**src/rtl/pipe_stage_reg.sv**
```systemverilog
// Elastic pipeline-stage register: valid/ready handshake, optional two-entry skid buffer,
// synchronous flush, and saturating stall/drop statistics for the hazard-unit debug port.
module pipe_stage_reg #(
  parameter int unsigned WIDTH = 128,
  parameter int unsigned SKID  = 1,
  parameter int unsigned CNT_W = 16
) (
  input  logic             CLK,
  input  logic             nRST,
  input  logic             flush,
  input  logic             in_valid,
  output logic             in_ready,
  input  logic [WIDTH-1:0] in_data,
  output logic             out_valid,
  input  logic             out_ready,
  output logic [WIDTH-1:0] out_data,
  output logic [1:0]       occupancy,
  input  logic             cnt_clr,
  output logic [CNT_W-1:0] stall_cnt,
  output logic [CNT_W-1:0] drop_cnt
);

  typedef enum logic [1:0] {EMPTY = 2'd0, ONE = 2'd1, FULL = 2'd2} state_t;

  state_t           state_q, state_d;
  logic [WIDTH-1:0] main_q, main_d;
  logic [WIDTH-1:0] skid_q, skid_d;
  logic             alive_q;
  logic             in_fire, out_fire, stall;
  logic [CNT_W:0]   drop_sum;

  assign out_valid = (state_q != EMPTY) && !flush;
  assign out_data  = main_q;

  // With the skid buffer, in_ready depends only on registers (plus flush),
  // which breaks the combinational ready path between stages.
  generate
    if (SKID != 0) begin : g_rdy_reg
      assign in_ready = alive_q && (state_q != FULL) && !flush;
    end else begin : g_rdy_comb
      assign in_ready = alive_q && ((state_q == EMPTY) || out_ready) && !flush;
    end
  endgenerate

  assign in_fire  = in_valid && in_ready;
  assign out_fire = out_valid && out_ready;
  assign stall    = (state_q != EMPTY) && !out_ready && !flush;

  always_comb begin
    occupancy = 2'd0;
    case (state_q)
      ONE:     occupancy = 2'd1;
      FULL:    occupancy = 2'd2;
      default: occupancy = 2'd0;
    endcase
  end

  always_comb begin
    state_d = state_q;
    main_d  = main_q;
    skid_d  = skid_q;
    if (flush) begin
      state_d = EMPTY;
      main_d  = '0;
      skid_d  = '0;
    end else begin
      case (state_q)
        EMPTY: begin
          if (in_fire) begin
            state_d = ONE;
            main_d  = in_data;
          end
        end
        ONE: begin
          if (in_fire && out_fire) begin
            main_d = in_data;
          end else if (in_fire && (SKID != 0)) begin
            state_d = FULL;
            skid_d  = in_data;
          end else if (out_fire) begin
            state_d = EMPTY;
          end
        end
        FULL: begin
          if (out_fire) begin
            state_d = ONE;
            main_d  = skid_q;
          end
        end
        default: state_d = EMPTY;
      endcase
    end
  end

  always_ff @(posedge CLK or negedge nRST) begin
    if (!nRST) begin
      state_q <= EMPTY;
      main_q  <= '0;
      skid_q  <= '0;
      alive_q <= 1'b0;
    end else begin
      state_q <= state_d;
      main_q  <= main_d;
      skid_q  <= skid_d;
      alive_q <= 1'b1;
    end
  end

  // One spare bit catches the overflow when adding up to two dropped entries.
  assign drop_sum = {1'b0, drop_cnt} + (CNT_W+1)'(occupancy);

  always_ff @(posedge CLK or negedge nRST) begin
    if (!nRST) begin
      stall_cnt <= '0;
      drop_cnt  <= '0;
    end else if (cnt_clr) begin
      stall_cnt <= '0;
      drop_cnt  <= '0;
    end else begin
      if (stall && (stall_cnt != '1)) begin
        stall_cnt <= stall_cnt + 1'b1;
      end
      if (flush) begin
        drop_cnt <= drop_sum[CNT_W] ? '1 : drop_sum[CNT_W-1:0];
      end
    end
  end

endmodule
```
**config.mk**
```make
export PLATFORM = sky130hd
export DESIGN_NAME = pipe_stage_reg
export DESIGN_NICKNAME = d
export VERILOG_FILES = /design/src/rtl/pipe_stage_reg.sv
export SDC_FILE = /design/constraint.sdc
export NUM_CORES = 1
export LEC_CHECK = 0
export CORE_MARGIN = 1
export CORE_UTILIZATION = 40
export CTS_CLUSTER_SIZE = 14
export DETAILED_ROUTE_END_ITERATION = 8
export PLACE_DENSITY = 0.67
export SYNTH_ARGS = -nofsm -noshare
export SYNTH_HDL_FRONTEND = slang
export SYNTH_SLANG_ARGS = --single-unit
```
**constraint.sdc**
```tcl
create_clock -name CLK -period 2.3 [get_ports CLK]
set_clock_uncertainty 0.05 [all_clocks]
set_input_delay 0.46 -clock CLK [delete_from_list [all_inputs] [get_ports CLK]]
set_output_delay 0.46 -clock CLK [all_outputs]
set_load 0.01 [all_outputs]
```
==> metrics.md <==
| Metric | Value |
|---|---|
| Gate power share | `a little under two fifths` |
| Grt total ovfl | `0` |
| Most used DFF post-synth | `dfrtp_1` |
| Pin count of the biggest net entering global routing | `83` |
| Tcrit/Tclk final | `a little over nine tenths` |
| Clk Latency, worst-skew pair | `~0.50 ns` |
| Site Rows | `71` |
| Max Buffers Root-to-Sink | `3` |
| Most frequent cell after synthesis | `dfrtp_1` |
| Sequential element share of the synthesized area | `47.7%` |
| Cell family with the largest share of critical-path delay | `simple AND/OR/NAND/NOR gates` |
| Starting density of the core | `between 40% and 50%` |
| CTS tree | `built` |
| Post-synth top cells | `dfrtp_1, nand2_1, a211oi_1` |
| Syn Std Cell Area | `15,300 sq um` |
| CP max FO | `5` |
| Ys Warns | `0` |
| Synth cell types | `53` |
| Layout cells sized above 1 | `a little under a quarter` |
| Status | `finished, final reports clean` |
| Design Area, Final | `between 20,000 and 25,000 sq um` |
| Worst r2r path cells | `8` |
| WP buf/inv | `1` |
| Vias | `~13,000` |
| Synth area leader | `dfrtp_1` |
| Vias in the first global route | `12,700` |
| Worst setup SP type | `register` |
| Worst-path clk slew | `about 0.06 ns` |
| Max-cap violations | `0` |
| CTS H-tree lvls | `2` |
| Placed cells | `approximately 2,300` |
| Worst path required time | `2.62 ns` |
| Async set-reset flop share out of synthesis | `100%` |
| Peak Freq | `about 0.44 GHz` |
| Post-Synthesis Mean Instance Area | `about 10 sq um` |
| Hold depth | `2` |
| Setup violators final | `0` |
| Switching part of the total power | `approximately a third` |
| Synth Instances | `1,525` |
| Slew headroom | `between 20 and 30%` |
| CTS root buffer | `clkbuf_16` |
| Finished Core Util | `a little over half` |
| Pwr Density | `about 970 nW/um^2` |
| I/O Buffers | `about 300` |
| Leak Pwr | `just over 8 nW` |
| First-pass GRT wire length | `a little under 70,000 microns` |
| IO Count | `about 300` |
| HPWL after DPL | `around 28,000 microns` |
| Die Wd | `197 microns` |
| Worst path slowest cell | `dfrtp_2` |
| Wire length per cell | `between 15 and 20 microns` |
| Hold crit path type | `input pin to register` |
| Mapped Nets | `approximately 1,700` |
| Fillers | `between 3,000 and 4,000` |
| Cell count along the critical path | `8` |
| Area growth from synthesis to layout | `34.9%` |
| Flop pwr share | `about 34%` |
| Total GRT Usage | `between 20% and 30%` |
| Total wire length | `roughly 44,000 microns` |
| Min-delay src | `flush` |
| Fin cells | `roughly 2,300` |
| Top-area cell type share of the netlist area | `approximately 48%` |
| Pins over their slew limit | `0` |
| Die Span Y | `just under 200 microns` |
| 1st-pass router iterations | `4` |
| DIE AREA | `between 30,000 and 40,000 sq um` |
| CP arrival | `roughly 2.6 ns` |
| Antenna violations before repair | `4` |
| Core ar. | `between 30,000 and 40,000 sq um` |
| CP Launch Point | `state_q[1]` |
| Top post-synthesis cells by area | `dfrtp_1, mux2_2, a211oi_2` |
| Post-synth EDFFs | `0` |
| 1st-iter DRT viols | `between 600 and 700` |
| Vias per cell | `5.36` |
| Pwr Total | `between 15 and 20 mW` |
| Sink Count | `around 290` |
| Hold_ws | `0.238 ns` |
| GPL Wtd Cong | `just over 0.8` |
| Cts bufs inserted | `35` |
| Crit Path Class | `register to register` |
| CP peak stage delay | `around 0.44 ns` |
| Crit path capture type | `register` |
| Nets@finish | `1,939` |
| Drt drc | `0` |
| Worst flop-to-flop path startpoint | `state_q[1]` |
| Int Pwr | `roughly 13 mW` |
| Worst-margin pin slew | `around 1.1 ns` |
| Max IR drop VDD | `between 0.0006 and 0.0007 V` |
| RSZ-0062 raised after global routing | `yes` |
| Register bit count reported by yosys | `~290` |
| Critical Path, Cell by Cell | `buf_4 -> ha_1 -> xor2_1 -> ha_2 -> a21oi_4 -> or3_4 -> nor4_2 -> nor3_1` |
| Tmin final | `between 2 and 2.5 ns` |
| Clk pwr share | `about 28%` |
| Post-DP Area | `just under 20,000 sq um` |
| Net switching power | `approximately 6.7 mW` |
| Final Hold Vio Count | `0` |
| DRT antenna net count | `0` |
==> sequential cells by signal (all words and copies together), names as in the netlist <==
name	cells
out_data	128
skid_q	128
drop_cnt	16
stall_cnt	16
state_q	2
alive_q	1
==> cell usage in the layout, fill, tap and decap left out, types with 3 or more instances in the layout <==
master and n:
clkbuf_16 36, dfrtp_1 290, nor2b_1 10, o21ai_1 128, or3_1 5, nand4_1 8
clkbuf_8 11, a31oi_1 5, clkbuf_1 3, mux2i_1 6, a311oi_1 4, nor3_1 11
o21ai_0 7, bufinv_16 3, clkdlybuf4s50_1 291, buf_4 38, nand2_1 269, and4_1 4
ha_2 3, clkinv_2 6, inv_1 133, ha_1 5, buf_12 29, a21oi_1 12
a211oi_2 132, and3_1 8, mux2_2 136, nand3_1 9, dlygate4sd2_1 3, nor2_1 25
a211oi_1 134
==> path summary, 6_finish.rpt <==
| path | slack (ns) | to |
|---|---|---|
| max reg2reg | 0.03 | drop_cnt[12] |
| min reg2reg | 0.43 | skid_q[119] |
| min in group asynchronous | 0.43 | skid_q[53] |
| min | 0.24 | drop_cnt[0] |
| max | 0.03 | drop_cnt[12] |
| max in group asynchronous | 1.05 | skid_q[112] |
==> power groups by stage <==
stage                     logic (mW)  clock network [mW]  registers [mW]
after global routing            7.94                6.00            6.94
final                           7.40                5.66            6.82
after global placement          7.23                   0            6.88
after floorplan                 3.64                   0            7.12
after detailed placement        7.34                   0            6.89
after CTS                       7.37                5.80            6.83
==> cells by family after synthesis <==
group | Yosys count | synth area share [%]
multiplexers | 143 | 10.5
buffers and inverters | 272 | 7.39
AND/OR/NAND/NOR | 369 | 10.4
flip-flops | 291 | 47.7
AO/OA/AOI/OAI | 439 | 23.2
adder cells (fa/ha/maj) | 9 | 0.738
other | 1 | 0.0246
XOR/XNOR | 1 | 0.0574
==> per-stage QoR <==
stage	setup TNS, ns	worst slack (ns)
2_1_floorplan	0	0.0156
3_3_place_gp	-18.93	-0.191
3_5_place_dp	-17.25	-0.195
4_1_cts	0	0.0153
5_1_grt	-0.515	-0.0625
6_report	0	0.0273
==> routing by layer <==
metal,part of all wire (%),global-route usage [%]
met2,46,35.8
met5,0.089,0
met1,45,30.2
met3,6.7,4.58
met4,1.8,5.54
==> area by class of cell <==
class	instances	area (sq um)	share of cell area (%)
antenna	2	5.00	0.0243
clock buffer	48	1020	4.98
clock inverter	13	153	0.741
inverter	136	513	2.49
multi-input combinational	962	7020	34.1
sequential	291	7280	35.4
tap	511	639	3.11
timing repair buffer	370	3950	19.2
==> repair_timing <==
action,4_1_cts,5_1_grt
pin swaps,1,4
endpoints found under the setup margin,136,97
setup buffers,1,0
gates resized for setup,10,26
hold buffers,1,0
gates cloned,0,1
hold endpoints to repair,32,0
Note: power is estimated with default switching activity, not from simulation.
